==> src/rtl/arm_pkg.sv <==
// Shared types and constants for the data-memory SRAM controller.
// The external SRAM is 16 bits wide, so each 32-bit word takes two half-word accesses.
package arm_pkg;

  typedef enum logic [1:0] {
    IDLE,
    LO,
    HI,
    DONE
  } sram_state_t;

  localparam int SRAM_ADDR_W = 18;
  localparam int SRAM_DATA_W = 16;
  localparam logic [31:0] DATA_BASE_DEFAULT = 32'd1024;

endpackage

==> src/rtl/sram_phase_timer.sv <==
// Down-counter that times one SRAM half-access phase.
// Loaded with (cycles - 1) on phase entry; zero marks the last cycle of the phase.
module sram_phase_timer #(
  parameter int unsigned WIDTH = 2
) (
  input  logic             clk,
  input  logic             rst,
  input  logic             load,
  input  logic [WIDTH-1:0] load_value,
  input  logic             dec,
  output logic             zero
);

  logic [WIDTH-1:0] count;

  always_ff @(posedge clk or posedge rst) begin
    if (rst) begin
      count <= '0;
    end else if (load) begin
      count <= load_value;
    end else if (dec && (count != '0)) begin
      count <= count - 1'b1;
    end
  end

  assign zero = (count == '0);

endmodule

==> src/rtl/sram_controller.sv <==
// MEM-stage bridge from a 32-bit load/store request to a 16-bit asynchronous SRAM.
// Each access runs IDLE -> LO -> HI -> DONE, stalling the pipeline via ready.
module sram_controller
  import arm_pkg::*;
#(
  parameter int unsigned WAIT_CYCLES = 3,
  parameter logic [31:0] DATA_BASE   = DATA_BASE_DEFAULT
) (
  input  logic                   clk,
  input  logic                   rst,
  input  logic                   wr_en,
  input  logic                   rd_en,
  input  logic [31:0]            address,
  input  logic [31:0]            wdata,
  output logic [31:0]            rdata,
  output logic                   ready,
  output logic [SRAM_ADDR_W-1:0] sram_addr,
  output logic [SRAM_DATA_W-1:0] sram_dq_out,
  output logic                   sram_dq_oe,
  input  logic [SRAM_DATA_W-1:0] sram_dq_in,
  output logic                   sram_we_n
);

  localparam int CW = $clog2(WAIT_CYCLES + 1);
  localparam logic [CW-1:0] PHASE_LOAD = CW'(WAIT_CYCLES - 1);

  sram_state_t state, state_next;

  logic                   req;
  logic                   accept;
  logic                   timer_load;
  logic                   timer_dec;
  logic                   phase_last;
  logic                   in_access;
  logic                   is_write;
  logic [SRAM_ADDR_W-2:0] word;
  logic [31:0]            wdata_hold;
  logic [31:0]            offset;
  logic                   offset_unused;

  assign req    = wr_en | rd_en;
  assign offset = address - DATA_BASE;
  // Byte-lane and high bits of the offset fall outside the 17-bit word index.
  assign offset_unused = ^{offset[31:SRAM_ADDR_W+1], offset[1:0]};

  sram_phase_timer #(
    .WIDTH (CW)
  ) u_timer (
    .clk        (clk),
    .rst        (rst),
    .load       (timer_load),
    .load_value (PHASE_LOAD),
    .dec        (timer_dec),
    .zero       (phase_last)
  );

  always_ff @(posedge clk or posedge rst) begin
    if (rst) begin
      state <= IDLE;
    end else begin
      state <= state_next;
    end
  end

  always_comb begin
    state_next = state;
    ready      = 1'b1;
    accept     = 1'b0;
    timer_load = 1'b0;
    timer_dec  = 1'b0;
    case (state)
      IDLE: begin
        if (req) begin
          accept     = 1'b1;
          ready      = 1'b0;
          timer_load = 1'b1;
          state_next = LO;
        end
      end
      LO: begin
        ready = 1'b0;
        if (phase_last) begin
          timer_load = 1'b1;
          state_next = HI;
        end else begin
          timer_dec = 1'b1;
        end
      end
      HI: begin
        ready = 1'b0;
        if (phase_last) begin
          state_next = DONE;
        end else begin
          timer_dec = 1'b1;
        end
      end
      DONE:    state_next = IDLE;
      default: state_next = IDLE;
    endcase
  end

  // Request is captured once so the pipeline may change its inputs while stalled.
  always_ff @(posedge clk or posedge rst) begin
    if (rst) begin
      is_write   <= 1'b0;
      word       <= '0;
      wdata_hold <= '0;
    end else if (accept) begin
      is_write   <= wr_en;
      word       <= offset[SRAM_ADDR_W:2];
      wdata_hold <= wdata;
    end
  end

  always_ff @(posedge clk or posedge rst) begin
    if (rst) begin
      rdata <= '0;
    end else if (!is_write && phase_last) begin
      if (state == LO) begin
        rdata[15:0] <= sram_dq_in;
      end else if (state == HI) begin
        rdata[31:16] <= sram_dq_in;
      end
    end
  end

  assign in_access = (state == LO) || (state == HI);

  always_comb begin
    sram_addr   = '0;
    sram_dq_oe  = 1'b0;
    sram_dq_out = '0;
    sram_we_n   = 1'b1;
    if (in_access) begin
      sram_addr = {word, state == HI};
      if (is_write) begin
        sram_dq_oe  = 1'b1;
        sram_dq_out = (state == HI) ? wdata_hold[31:16] : wdata_hold[15:0];
        // Release we_n one cycle early so address and data are held past the write.
        sram_we_n   = phase_last;
      end
    end
  end

endmodule

==> config.mk <==
export PLATFORM = sky130hd
export DESIGN_NAME = sram_controller
export DESIGN_NICKNAME = d
export VERILOG_FILES = /design/src/rtl/arm_pkg.sv /design/src/rtl/sram_phase_timer.sv /design/src/rtl/sram_controller.sv
export SDC_FILE = /design/constraint.sdc
export NUM_CORES = 1
export LEC_CHECK = 0
export CAP_MARGIN = 5
export CORE_MARGIN = 2
export CORE_UTILIZATION = 39
export CTS_CLUSTER_DIAMETER = 40
export DETAILED_ROUTE_END_ITERATION = 16
export GPL_TIMING_DRIVEN = 0
export PLACE_DENSITY_LB_ADDON = 0.25
export RECOVER_POWER = 50
export SYNTH_ARGS = -nofsm -noshare
export SYNTH_HDL_FRONTEND = slang
export SYNTH_SLANG_ARGS = --single-unit
==> constraint.sdc <==
create_clock -name clk -period 2.7 [get_ports clk]
set_input_delay 0.54 -clock clk [delete_from_list [all_inputs] [get_ports clk]]
set_output_delay 0.54 -clock clk [all_outputs]
set_load 0.005 [all_outputs]
Word level (Yosys, flattened, before mapping)
Index checks and enable logic that the tools add are counted.
- register bits: 86
- input port bits: 84
- output and inout port bits: 69
- logic and storage cells: 51
- $add $sub $neg: 2
- equality and inequality tests: 6
- mux-type cells: 22
- bitwise operators: 2
- reduce and logical (&&, ||, !) cells: 12
- operators by type and width (kind ; number):
    2-to-1 mux 16 bit ; 3
    subtractor 19 x 11 -> 19 bit (second input constant) ; 1
    2-to-1 mux 18 bit ; 1
    2-to-1 mux 1 bit ; 10
    2-to-1 mux 2 bit ; 5
    case mux 2 bit (4 select lines) ; 1
    != test 2 bit (second input constant) ; 3
    AND reduction 3 bit ; 2
    == test 2 bit (second input constant) ; 2
    zero test 2 bit ; 2
    case mux 1 bit (2 select lines) ; 2
    nonzero test 2 bit ; 2
    == test 2 x 1 -> 1 bit (second input constant) ; 1
    logical AND 1 bit ; 2
    AND reduction 2 bit ; 1
    OR reduction 2 bit ; 1
    subtractor 2 x 1 -> 2 bit (second input constant) ; 1
    zero test 1 bit ; 1
    logical OR 1 bit ; 1
    NOT 1 bit ; 1
    OR 1 bit ; 1

Depth between registers and ports, before layout
Gate-level depths: netlist of run 1.
- depth in word-level cells: 6
- mapped depth: 7
- depth with buffers taken out: 5

Hierarchy
A second synthesis of run 1 with hierarchy kept.
- cell total of the unflattened synthesis: 381
- area total of the unflattened synthesis: 3851.2 µm²
- modules (own cells, without submodules) (module ; instances ; cells an instance ; area an instance (µm²) ; seq. area each (µm²)):
    sram_controller ; 1 ; 368 ; 3716.1 ; 2102.0
    sram_phase_timer ; 1 ; 13 ; 135.1 ; 50.0

Worst setup path after synthesis of run 1
OpenSTA, ideal clock, no wires.
- path kind: reg-to-output
- from: register state[0]
- to: output sram_dq_out[10]
- data arrival time: 1.437 ns
- required time: 2.160 ns
- path slack: 0.723 ns
- stages on the path, launching flop included: 7
- buffers on the path: 2
- cell sequence: dfrtp_1 > inv_1 > ha_1 > buf_2 > buf_2 > mux2i_1 > nor2_1
- word-level cells in the longest chain between the ends: 4
- elaborated cells between the ends (all ways): 6
- classes of those cells: eq/ne (2); mux (3); reduce/logical (1)
- ends and longest elaborated chain (item ; line ; source):
    start, declared ; sram_controller.sv:27 ; sram_state_t state, state_next;
    start signal, assigned ; sram_controller.sv:61 ; state <= state_next;
    == test 2 bit ; sram_controller.sv:127, sram_controller.sv:138 ;
    2-to-1 mux 16 bit ; sram_controller.sv:138 ; sram_dq_out = (state == HI) ? wdata_hold[31:16] : wdata_hold[15:0];
    2-to-1 mux 16 bit ; sram_controller.sv:136 ; if (is_write) begin
    2-to-1 mux 16 bit * ; sram_controller.sv:134 ; if (in_access) begin
    end, declared ; sram_controller.sv:18 ; output logic [SRAM_DATA_W-1:0] sram_dq_out,
Mark *: on every way between the ends. The rest lies on a longest branch, timed or not.

Final worst setup path of run 1
- from: register state[1]
- to: output sram_dq_out[13]
The elaborated chain is that of the path after synthesis.

==> results.md, run 1 <==
* Chip Height at 103.4 um
* ANT cells at 0
* Setup CP Type: flip-flop to output pin
* Initial antenna violation count at 0
* Leak at around 0.0026 uW
* Status: finished, final reports clean
* Ports at 153
* Final hold viol count at 0
* H-tree Lvls at 3
* Starting Density at 39.75%
* Die area at 10680 um^2
* Final period util at 96.25%
* Num Clock Sinks at 86
* PortBufs at 137
* Synth unique cells at 30
* Vias at between 3000 and 4000
* Crit path required time at 2.16 ns
* Slew Limit Headroom at about a quarter
* Combinational fraction of design power at 51.4%
* Die Wd at 103.4 um
* Worst Max-Slew Pin Slew at 1.105 ns
* Nets at 628
* Row Count at 36
* Setup crit start kind: flip-flop
* HPWL after DPL at roughly 6800 um
* # hold bufs at CTS at 0
* Flip-flop and latch count after synthesis at 86
* Final min period at 2.599 ns
* Switch share at 34.23%
* R2R Path Start: u_timer.count[0]$_DFFE_PP0P_
* Crit-path cells: inv_2 -> ha_4 -> nand2_4 -> buf_8 -> nor2_2 -> clkdlybuf4s50_1
* Root Driver: clkbuf_8
* Worst R2R Path Depth at 7
* Crit path buffers/inverters at 3
* Max Root-Sink Buffers at 2
* Total negative slack at 0 ns
* Pint at 4325 uW
* CP startpoint: state[1]$_DFFE_PP0P_
* R2r endpoint: rdata[24]$_DFFE_PP0P_
* Post-Syn Nets at 473
* Clock power frac at between 10% and 20%
* CP max stage cell: clkdlybuf4s50_1
* Cells after Synth at 382
* Post-synthesis sequential area ratio at 55.90%
* Yosys warning total at 0
* Iter 0 DRT Violations at 54
* Placer Congestion at 0.7676
* Hold path cells at 2
* Clk_skew at 0.01388 ns
* Dpl ws at -0.08142 ns
* HP Class: flip-flop to flip-flop
* Area grow syn2layout at 49.07%
* CP endpoint kind: output pin
* CTS tree: built
* Antenna Nets Post-Route at 0
* Post-Route WL at 9312 um
* R2r setup slk at 0.49 ns
* Synth Cell Area at ~3800 um^2
* Residual DRC at 0
* Clock-pin slew on the worst setup and hold paths at 0.08 ns
* Layout cells sized above 1 at between 10% and 20%
* Min Hold Slack at 0.4769 ns
* Detailed Routing Iterations Pass 1 at 4
* Cts bufs inserted at 9
* Sequential power share at 34.5%
* Pin count of the biggest net entering global routing at 32
* Setup violators final at 0
* Fmax at 384.8 MHz
* Skew-Pair Late Insertion Delay at 0.36 ns
* WHS Endpoint: word[0]$_DFFE_PP0P_
* Max_cap viols at 0
* Max incr delay on CP at 0.51 ns
* Critical path arrival at 2.06 ns
* Global-route wire length before repair at 14900 um
* CP Max Fanout at 10
* Max Slew Vio Count at 0
* Max VDD drop at 499.9 uV
* Vias per cell at between 4 and 5
* Avg WL per Cell at approximately 14 um
* Avg Cell Area, Syn at 10.08 um^2
* Vias in the first global route at 3078
* Overall power at 6576 uW
* GR Util All Layers at 18.05%
* Congestion Overflow GR at 0
* Family with the most delay on the worst path: buffers and inverters
* Switch Pwr at around 2300 uW
* Hold wc startpoint: word[0]$_DFFE_PP0P_
* Core ar. at about 9700 um^2
* Pwr Density at between 1000 and 1500 nW/um^2
* Setup WS post-layout at 0.1013 ns
per-stage QoR:
| step | cell area [um^2] | cells | util (%) |
|---|---|---|---|
| 2_1_floorplan | 3854 | 382 | - |
| 3_3_place_gp | 5391 | 652 | 55.67 |
| 3_5_place_dp | 5431 | 654 | 56.09 |
| 4_1_cts | 5709 | 673 | 58.95 |
| 5_1_grt | 5739 | 675 | 59.26 |
| 6_report | 5739 | 675 | 59.26 |
final cells by class:
cell class	count	area, um^2
inverters	8	31.28
clock inverters	6	68.82
plain buffers	20	118.9
flip-flops and latches	86	2152
multi-input cells	268	1620
well taps	133	166.4
fillers	854	3945
repair buffers	144	1444
clock buffers	10	137.6
synthesized netlist by cell type:
library cell / n / share of area, %
a21o_1: 1 / 0.20
a22oi_1: 1 / 0.20
a31oi_1: 6 / 0.98
and2_1: 17 / 2.8
buf_2: 5 / 0.65
buf_4: 1 / 0.20
clkbuf_1: 14 / 1.4
dfrtp_1: 86 / 56
ha_1: 7 / 2.3
inv_1: 8 / 0.78
mux2_2: 33 / 9.7
mux2i_1: 18 / 4.7
nand2_1: 128 / 12
nand2b_1: 2 / 0.32
nand3b_1: 1 / 0.20
nor2_1: 27 / 2.6
nor2b_1: 2 / 0.32
nor3_1: 1 / 0.13
nor3b_1: 2 / 0.39
nor4bb_1: 1 / 0.26
o21a_1: 1 / 0.20
o21ai_0: 7 / 0.91
o2bb2ai_1: 1 / 0.23
o31ai_1: 2 / 0.39
or2_2: 2 / 0.32
or3_1: 3 / 0.49
or3_2: 1 / 0.20
or4_1: 2 / 0.39
or4_4: 1 / 0.29
xnor2_1: 1 / 0.23
how the worst max path moves through the flow:
stage,end,cells after the start
6_report,sram_dq_out[13],6
4_1_cts,sram_dq_out[13],6
3_5_place_dp,sram_dq_out[13],6
2_1_floorplan,sram_dq_out[10],6
3_3_place_gp,sram_dq_out[14],6
5_1_grt,sram_addr[3],5
worst register-to-register path: cells and delay by family, from the launching register on:
kind | cells | cell delay [ns]
simple gates | 1 | 0.36
buf+inv | 4 | 0.84
fa+ha+maj | 1 | 0.13
mux | 1 | 0.35
flops | 1 | 0.40
what timing repair did:
action,in CTS,in global routing
setup endpoints to repair,35,20
resized for setup,16,12
pin swaps,0,1
setup buffers,3,2
kinds of logic (layout without fill, tap and decap cells):
| kind of cell | Yosys count | in the layout | synth area share [%] |
|---|---|---|---|
| simple gates | 190 | 190 | 21.19 |
| compound gates | 19 | 19 | 3.088 |
| buf+inv | 28 | 188 | 2.990 |
| xor+xnor | 1 | 1 | 0.2275 |
| fa+ha+maj | 7 | 7 | 2.275 |
| flops | 86 | 86 | 55.90 |
| mux | 51 | 51 | 14.33 |
flip-flops by register name, indices dropped and copies added (netlist names):
signal,cells
rdata,32
wdata_hold,32
word,17
state,2
u_timer.count,2
is_write,1
cells in the final DEF (no fill, tap or decap), types with 3 or more instances in the layout:
| cell type | netlist | layout |
|---|---|---|
| nand2_1 | 128 | 127 |
| clkdlybuf4s50_1 | 0 | 107 |
| dfrtp_1 | 86 | 86 |
| mux2_2 | 33 | 33 |
| nor2_1 | 27 | 26 |
| dlygate4sd3_1 | 0 | 26 |
| mux2i_1 | 18 | 17 |
| and2_1 | 17 | 17 |
| clkbuf_1 | 14 | 12 |
| clkbuf_8 | 0 | 10 |
| o21ai_0 | 7 | 7 |
| a31oi_1 | 6 | 6 |
| buf_4 | 1 | 6 |
| inv_1 | 8 | 5 |
| ha_1 | 7 | 5 |
| buf_2 | 5 | 4 |
| dlymetal6s2s_1 | 0 | 4 |
| or3_1 | 3 | 3 |
power by group through the flow:
stage | sequential (uW) | clock (uW) | combinational (uW)
after floorplan | 2240 | 0 | 1610
final | 2270 | 929 | 3380
after CTS | 2270 | 953 | 3460
after global routing | 2350 | 1020 | 3770
after global placement | 2250 | 0 | 3220
after detailed placement | 2290 | 0 | 3300
per-layer routing:
layer  track usage, %  vias up  routed length, um
li1                 -     1550                  -
met1            24.24     1491               4278
met2            29.03      108               4301
met3            5.040        7                668
met4            4.555        0                 63
met5                0        -                  0
(Power assumes the default switching activity.)
==> run 2: changes to the inputs <==
--- a/config.mk
+++ b/config.mk
@@ -7,7 +7,7 @@
 export LEC_CHECK = 0
 export CAP_MARGIN = 5
 export CORE_MARGIN = 2
-export CORE_UTILIZATION = 39
+export CORE_UTILIZATION = 47
 export CTS_CLUSTER_DIAMETER = 40
 export DETAILED_ROUTE_END_ITERATION = 16
 export GPL_TIMING_DRIVEN = 0
==> constraint.sdc (replaced) <==
create_clock -name clk -period 3.1 [get_ports clk]
set_input_delay 0.62 -clock clk [delete_from_list [all_inputs] [get_ports clk]]
set_output_delay 0.62 -clock clk [all_outputs]
set_load 0.005 [all_outputs]
==> run 2 against run 1 <==
Utilization is 9.9 points higher. Critical endpoint is now sram_dq_out[11]. Via count fell by 0.13%. Clock power is 4.2% lower. Register-to-register slack better by 0.35 ns. Critical path type unchanged. Critical path depth unchanged. Largest cell class unchanged. Total power is 14% lower. Worst setup slack better by 0.078 ns.
==> results.md, run 2 (synthesized netlist as in run 1, its figures left out) <==
* Residual DRC at 0 (unchanged)
* Cts bufs inserted at 9 (unchanged)
* Num Clock Sinks at 86 (unchanged)
* Die Wd at 94.51 um (-8.6%)
* H-tree Lvls at 3 (unchanged)
* Post_cts resized at 3 (-13)
* R2R Path Start: state[0]$_DFFE_PP0P_
* Max Slew Vio Count at 0 (unchanged)
* CP max stage cell: clkdlybuf4s50_1
* Final period util at 94.20%
* HP Class: flip-flop to flip-flop
* Setup crit start kind: flip-flop
* Iter 0 DRT Violations at 107 (+98%)
* Final Util at 69.16% (+9.9 points)
* Final hold viol count at 0 (unchanged)
* Post-Route WL at 9301 um (-0.12%)
* CP startpoint: state[1]$_DFFE_PP0P_
* Max incr delay on CP at 0.51 ns (about the same)
* PortBufs at 137 (unchanged)
* Fill cells at 641 (-25%)
* Final min period at slightly below 3 ns
* Top Registers: rdata: 32 flops, wdata_hold: 32 flops, word: 17 flops
* Row Count at 33 (-8.3%)
* Post-CTS Setup Bufs at 0 (-3)
* # hold bufs at CTS at 0 (unchanged)
* Max_cap viols at 0 (unchanged)
* Skew-Pair Late Insertion Delay at 0.35 ns (about the same)
* Sequential power share at 35.0% (+0.5 points)
* Initial antenna violation count at 0 (unchanged)
* Commonest non-fill, non-tap cell in the layout: nand2_1
* CP Max Fanout at 10 (unchanged)
* Area grow syn2layout at 45.37%
* Clock-pin slew on the worst setup and hold paths at 0.09 ns (about the same)
* ANT cells at 0 (unchanged)
* Pwr Density at 1006 nW/um^2 (-12%)
* Pint at 3711 uW (-14%)
* Worst Max-Slew Pin Slew at 1.027 ns (-0.07826 ns)
* Vias per cell at 4.925 (+5.3%)
* Most frequent cells in the layout: 127 x nand2_1, 108 x clkdlybuf4s50_1, 86 x dfrtp_1, 33 x mux2_2, 29 x dlygate4sd3_1
* CTS tree: built
* Fmax at 342.4 MHz
* Status: finished, final reports clean
* Core ar. at 8093 um^2 (-16%)
* Layout cells sized above 1 at 11.78% (-2.2 points)
* Critical path arrival at 2.30 ns (+0.24 ns)
* Setup violators final at 0 (unchanged)
* Crit-path cells: inv_1 -> ha_2 -> nand2_2 -> buf_2 -> nor2_1 -> clkdlybuf4s50_1
* Max VDD drop at 465.5 uV (-6.9%)
* Vias in the first global route at 3186 (+3.5%)
* Antenna Nets Post-Route at 0 (unchanged)
* Starting Density at 47.57% (+7.8 points)
* GR Util All Layers at 21.82% (+3.8 points)
* Die area at 8931 um^2 (-16%)
* Placer Congestion at 0.7544 (-1.7%)
* Switch share at 34.05% (-0.18 points)
* Unrepaired setup endpoints after global routing: false
* Ports at 153 (unchanged)
* Chip Height at 94.51 um (-8.6%)
* Leak at 0.002523 uW (-4.3%)
* Avg WL per Cell at 14.53 um (+5.3%)
* Clock power frac at 15.8% (+1.7 points)
* Switch Pwr at 1916 uW (-15%)
* Clk_skew at 0.01026 ns (-0.003612 ns)
* Total negative slack at 0 ns (unchanged)
* Setup CP Type: flip-flop to output pin
* Max Root-Sink Buffers at 2 (unchanged)
* Congestion Overflow GR at 0 (unchanged)
* HPWL after DPL at 6724 um (-1.8%)
* Crit path required time at 2.48 ns (+0.32 ns)
* Global-route wire length before repair at 14900 um (about the same)
* Vias at 3152 (-0.13%)
* Hold wc startpoint: word[5]$_DFFE_PP0P_
* Root Driver: clkbuf_8
* Nets at 621 (-1.1%)
* Detailed Routing Iterations Pass 1 at 4 (unchanged)
* Slew Limit Headroom at 31.19% (+5.2 points)
* CP endpoint kind: output pin
* Pin count of the biggest net entering global routing at 64 (+100%)
* Combinational fraction of design power at 49.2% (-2.2 points)
## run 2: cell count changes in the layout (fill, tap and decap cells not counted), sizes merged
cell / previous run / this run
dlymetal6s2s: 4 / 0
clkinv: 3 / 2
bufinv: 1 / 2
clkbuf: 23 / 25
clkdlybuf4s50: 107 / 108
buf: 14 / 5
dlygate4sd3: 26 / 29
## run 2: routing by layer
metal	global-route usage, %	share of wire [%]	vias to the layer above
li1	-	-	1534
met1	27.60	45	1496
met2	36.79	47	116
met3	6.464	7.6	6
met4	5.797	0.47	0
met5	0	0	-
## run 2: critical path: cells and delay by family (launching register included)
kind	cells	cell delay, ns
adders and majority gates	1	0.38
buffers and inverters	3	0.86
and+or+nand+nor	2	0.31
DFF	1	0.40
## run 2: stage by stage
step           hold slack (ns)  std cells  setup slack [ns]  area, um^2  total power, uW
4_1_cts                 0.4767        641           0.04486        5620             5781
2_1_floorplan           0.4380        382            0.2582        3850             3357
3_5_place_dp            0.4547        625            0.2391        5383             4860
6_report                0.4762        640            0.1797        5597             5628
3_3_place_gp            0.4503        624           -0.9939        5353             4738
5_1_grt                 0.4954        640           0.01670        5597             6067
## run 2: final cells by class
class                           count  area (um^2)  share of cell area [%]
Multi-Input combinational cell    268         1588                   28.37
Buffer                             19        83.83                   1.498
Clock inverter                      6        93.84                   1.677
Timing Repair Buffer              138         1379                   24.64
Sequential cell                    86         2152                   38.45
Clock buffer                       10        137.6                   2.459
Tap cell                          105        131.4                   2.347
Inverter                            8        31.28                  0.5589
## run 2: worst paths after layout
kind                       cells after the start  slack, ns                           end
min in group asynchronous                      2       0.92  u_timer.count[0]$_DFFE_PP0P_
min reg2reg                                    2       0.48           word[5]$_DFFE_PP0P_
max                                            6       0.18               sram_dq_out[11]
max reg2reg                                    7       0.84         rdata[19]$_DFFE_PP0P_
max in group asynchronous                      3       0.78     wdata_hold[6]$_DFFE_PP0P_
min                                            2       0.48           word[5]$_DFFE_PP0P_
## run 2: power by group through the flow
| stage | registers [uW] | clock network [uW] | logic [uW] |
|---|---|---|---|
| 2_1_floorplan | 1950 | 0 | 1400 |
| 3_3_place_gp | 1960 | 0 | 2780 |
| 3_5_place_dp | 2000 | 0 | 2860 |
| 4_1_cts | 1980 | 910 | 2890 |
| 5_1_grt | 2030 | 962 | 3070 |
| 6_report | 1970 | 890 | 2770 |
==> patch 1, RTL diff (flow settings as in run 1) <==
Change the parameter `WAIT_CYCLES` from 3 to 6.
--- a/src/rtl/sram_controller.sv
+++ b/src/rtl/sram_controller.sv
@@ -5,3 +5,3 @@
 #(
-  parameter int unsigned WAIT_CYCLES = 3,
+  parameter int unsigned WAIT_CYCLES = 6,
   parameter logic [31:0] DATA_BASE   = DATA_BASE_DEFAULT
Function: changed (a bounded check fails within 4 cycles, from zero or initial values and one cycle with rst high).
==> patch 1 against run 1 <==
Sequential cell count is 1 higher; area after synthesis is 3.7% higher; non-clock buffer count is 3 higher; power is 2.3% higher; via count is 2.1% higher; wire length is 3.0% higher; setup slack worse by 20 ps; design area is 3.0% higher.
==> patch 1: results (changes against run 1) <==
[metrics] fill cell count: 830 (-2.8%)
[metrics] total number of vias: 3221 (+2.1%)
[metrics] Rel. slew slack: 0.3410 (+0.08160)
[metrics] Post-Place Setup Slack: -256.8 ps (-175.3 ps)
[metrics] leakage dissipation: 0.002761 µW (+4.8%)
[metrics] Placed Cells: 660 (+0.92%)
[metrics] sequential cell area share: 0.3684 (-0.006562)
[metrics] layout buffering overhead excluding clock cells: 0.2702 (-0.002124)
[metrics] global routing met1 resource utilization: 0.2404 (-0.002068)
[metrics] GRT Total Usage: 0.1757 (-0.004841)
[metrics] number of combinational gates with multiple inputs: 273 (+1.9%)
[metrics] sequential standard cell area: 2177 µm² (+1.2%)
[metrics] Routability Congestion: 0.7965 (+3.8%)
[metrics] multi-input logic area: 1712 µm² (+5.6%)
[metrics] routed wl met2: 4370 µm (+1.6%)
[metrics] total routed wire length on the met1 layer: 4464 µm (+4.3%)
[metrics] number of non-clock buffers: 167 (+1.8%)
[metrics] fin crit period: 2618 ps (+19.63 ps)
[metrics] run status: complete, no violations
[metrics] vias per cell: 4.709 (+0.72%)
[metrics] register-to-register path setup slack: 420 ps (-70 ps)
[metrics] routing usage on met2: 0.2765 (-0.01382)
[metrics] wire length of the first global-routing pass: 15480 µm (+3.9%)
[metrics] maximum VDD drop: 0.0004754 V (-4.9%)
[metrics] arrival time of data at the critical path endpoint: 2080 ps (+20 ps)
[metrics] placed wire-length estimate: 6958 µm (+1.6%)
[metrics] Seq Cell Count: 87 (+1.2%)
[metrics] Core Box Area: 9864 µm² (+1.9%)
[metrics] post-synthesis net count: 480 (+1.5%)
[metrics] final wirelength: 9589 µm (+3.0%)
[metrics] fraction of layout cells with a size suffix above 1: 0.1543 (+0.01404)
[metrics] destination of the critical timing path: sram_dq_out[3]
[metrics] met3 WL: 662 µm (-0.90%)
[metrics] portion of the post-synthesis area used by sequential elements: 0.5451 (-0.01387)
==> patch 1: changes by cell type after synthesis, moves of 2 or more <==
cell,run 1,this run
sky130_fd_sc_hd__nor2_1,27,25
sky130_fd_sc_hd__buf_2,5,2
sky130_fd_sc_hd__nor2b_1,2,0
sky130_fd_sc_hd__buf_6,0,2
sky130_fd_sc_hd__buf_1,0,2
sky130_fd_sc_hd__and2b_2,0,2
sky130_fd_sc_hd__mux2i_1,18,16
sky130_fd_sc_hd__nand2b_1,2,4
sky130_fd_sc_hd__mux2_2,33,23
sky130_fd_sc_hd__mux2_4,0,10
sky130_fd_sc_hd__a211oi_1,0,2
==> patch 1: how the worst min path moves through the flow <==
stage / from / endpoint / slack (ps)
after floorplan: word[0]$_DFFE_PP0P_ / word[0]$_DFFE_PP0P_ / 440
after global placement: word[1]$_DFFE_PP0P_ / word[1]$_DFFE_PP0P_ / 450
after detailed placement: word[2]$_DFFE_PP0P_ / word[2]$_DFFE_PP0P_ / 460
after CTS: word[2]$_DFFE_PP0P_ / word[2]$_DFFE_PP0P_ / 480
after global routing: wdata_hold[13]$_DFFE_PP0P_ / wdata_hold[13]$_DFFE_PP0P_ / 500
final: word[1]$_DFFE_PP0P_ / word[1]$_DFFE_PP0P_ / 480
==> patch 1: cells by family after synthesis <==
family                   synth area share
AO/OA/AOI/OAI                     0.04135
XOR/XNOR                         0.002193
adder cells (fa/ha/maj)           0.02506
buffers and inverters             0.03478
flip-flops                         0.5451
multiplexers                       0.1425
AND/OR/NAND/NOR                    0.2090
==> patch 1: power by group through the flow <==
stage / logic [µW] / registers [µW] / clock network (µW)
after detailed placement: 3260 / 2310 / 0
after global routing: 3760 / 2380 / 1110
final: 3420 / 2290 / 1020
after CTS: 3430 / 2300 / 1050
after floorplan: 1620 / 2270 / 0
after global placement: 3200 / 2290 / 0
==> patch 2, RTL diff (settings of run 1) <==
Made on the original files. Make the reset (`rst`) synchronous in 4 clocked blocks. Comments in the files are not updated.
--- a/src/rtl/sram_phase_timer.sv
+++ b/src/rtl/sram_phase_timer.sv
@@ -15,3 +15,3 @@
 
-  always_ff @(posedge clk or posedge rst) begin
+  always_ff @(posedge clk) begin
     if (rst) begin
--- a/src/rtl/sram_controller.sv
+++ b/src/rtl/sram_controller.sv
@@ -56,3 +56,3 @@
 
-  always_ff @(posedge clk or posedge rst) begin
+  always_ff @(posedge clk) begin
     if (rst) begin
@@ -102,3 +102,3 @@
   // Request is captured once so the pipeline may change its inputs while stalled.
-  always_ff @(posedge clk or posedge rst) begin
+  always_ff @(posedge clk) begin
     if (rst) begin
@@ -114,3 +114,3 @@
 
-  always_ff @(posedge clk or posedge rst) begin
+  always_ff @(posedge clk) begin
     if (rst) begin
Behaviour: differs if rst is asserted again (counterexample within 4 cycles, from zero or initial values and one cycle with rst high); with rst held inactive, the same outputs for 10 cycles.
==> patch 2 against run 1 <==
Sequential cell count unchanged; power down 29%; highest routed layer unchanged; critical path depth unchanged; count of clock-buffer cells in the layout unchanged; setup slack better by 29 ps; final cell count up 6.4%; clock power up 11%; wire length up 6.4%; critical endpoint is now sram_dq_out[14]; synthesized cell count up 20%; design area down 6.5%; sequential power down 25%; area after synthesis down 7.2%; largest cell class is now multi-input combinational cells; core utilization up 1.7 points.
==> patch 2: results (changes against run 1) <==
[metrics] run status: complete, no violations
[metrics] Reg power frac: 0.363 (+0.018)
[metrics] fin crit period: 2569 ps (-29.29 ps)
[metrics] top cell types by occurrence after synthesis: sky130_fd_sc_hd__nand2_1 (147), sky130_fd_sc_hd__dfxtp_1 (86), sky130_fd_sc_hd__a21oi_1 (77)
[metrics] power in the clock group: 1030 µW (+11%)
[metrics] GRT Total Usage: 0.1977 (+0.01721)
[metrics] Placed Cells: 702 (+7.3%)
[metrics] total number of vias: 3528 (+12%)
[metrics] ranking of synthesized cells by area: sky130_fd_sc_hd__dfxtp_1 (48%), sky130_fd_sc_hd__nand2_1 (15%), sky130_fd_sc_hd__a21oi_1 (11%)
[metrics] Avg Synthesized Cell Area: 7.802 µm² (-23%)
[metrics] Layout Skew: 12.10 ps (-1.776 ps)
[metrics] maximum VDD drop: 0.0003845 V (-23%)
[metrics] initial drt markers: 75 (+39%)
[metrics] largest net degree at the start of global routing: 16 (-50%)
[metrics] leakage dissipation: 0.001942 µW (-26%)
[metrics] total of cells resized after clock tree synthesis: 12 (-4)
[metrics] switching power total: 1666 µW (-26%)
[metrics] register-to-register path setup slack: 680 ps (+190 ps)
[metrics] Post-CTS Setup Repair Bufs: 0 (-3)
[metrics] share of synthesized area spent on multiplexers: 0.05357 (-0.08975)
[metrics] placed instance area: 5070 µm² (-6.7%)
[metrics] worst reg2reg startpoint: state[1]$_SDFFE_PP0P_
[metrics] top layer used by detailed routing: met4
[metrics] post-synthesis share of cell area spent on full adders, half adders and majority gates: 0.01751 (-0.005242)
[metrics] routing usage on met2: 0.3514 (+0.06103)
[metrics] Clock Root Buffer: sky130_fd_sc_hd__clkbuf_8
[metrics] placed wire-length estimate: 7459 µm (+8.9%)
[metrics] xor and xnor fraction of the mapped netlist area: 0.004902 (+0.002627)
[metrics] fill cell count: 796 (-6.8%)
[metrics] Routability Congestion: 0.7931 (+3.3%)
[metrics] met3 WL: 617 µm (-7.6%)
[metrics] launch instance of the worst min-delay path: word[0]$_SDFFE_PP0P_
[metrics] post-synthesis compound-gate area fraction: 0.1422 (+0.1113)
[metrics] wire length of the first global-routing pass: 15880 µm (+6.6%)
[metrics] Post-Place Setup Slack: -28.43 ps (+52.99 ps)
[metrics] fraction of layout cells with a size suffix above 1: 0.05574 (-0.08448)
[metrics] Internal Power: 3018 µW (-30%)
[metrics] sequential standard cell area: 1724 µm² (-20%)
[metrics] Rel. slew slack: 0.6178 (+0.3583)
[metrics] portion of the post-synthesis area used by sequential elements: 0.4818 (-0.07719)
[metrics] GR met3 Demand/Resource: 0.05481 (+0.004411)
[metrics] Worst Hold Margin: 452.3 ps (-24.58 ps)
[metrics] post-synthesis net count: 547 (+16%)
[metrics] total routed wire length on the met1 layer: 4328 µm (+1.2%)
[metrics] routed wl met2: 4903 µm (+14%)
==> patch 2: changes by cell type in the layout (fill, tap and decap cells not counted), moves of 5 or more <==
cell	run 1	this run
sky130_fd_sc_hd__a211oi_1	0	8
sky130_fd_sc_hd__a21oi_1	0	77
sky130_fd_sc_hd__a31oi_1	6	0
sky130_fd_sc_hd__buf_1	0	8
sky130_fd_sc_hd__buf_4	6	0
sky130_fd_sc_hd__clkbuf_1	12	17
sky130_fd_sc_hd__clkdlybuf4s50_1	107	134
sky130_fd_sc_hd__dfrtp_1	86	0
sky130_fd_sc_hd__dfxtp_1	0	84
sky130_fd_sc_hd__dlygate4sd3_1	26	0
sky130_fd_sc_hd__mux2_2	33	1
sky130_fd_sc_hd__nand2_1	127	146
sky130_fd_sc_hd__nor4_1	0	5
sky130_fd_sc_hd__o21ai_0	7	2
==> patch 2: worst max-delay path, delay by kind of cell, from the launching register on <==
| kind | cells | cell delay, ps |
|---|---|---|
| adders and majority gates | 1 | 310 |
| buffers and inverters | 3 | 790 |
| DFF | 1 | 350 |
| and+or+nand+nor | 2 | 230 |
==> patch 2: final timing paths <==
| check | cells after the start | end |
|---|---|---|
| worst min register to register | 2 | word[0]$_SDFFE_PP0P_ |
| worst max-delay path | 6 | sram_dq_out[14] |
| worst min-delay path | 2 | word[0]$_SDFFE_PP0P_ |
| worst max register to register | 7 | rdata[18]$_SDFFE_PP0P_ |
==> patch 2: final cells by class <==
cell class / count / share of cell area
sequential: 86 / 0.3213
inverter: 7 / 0.004896
clock buffer: 10 / 0.02565
buffer: 33 / 0.02984
clock inverter: 6 / 0.01725
multi-input combinational: 332 / 0.3220
tap: 108 / 0.02518
timing repair buffer: 136 / 0.2539
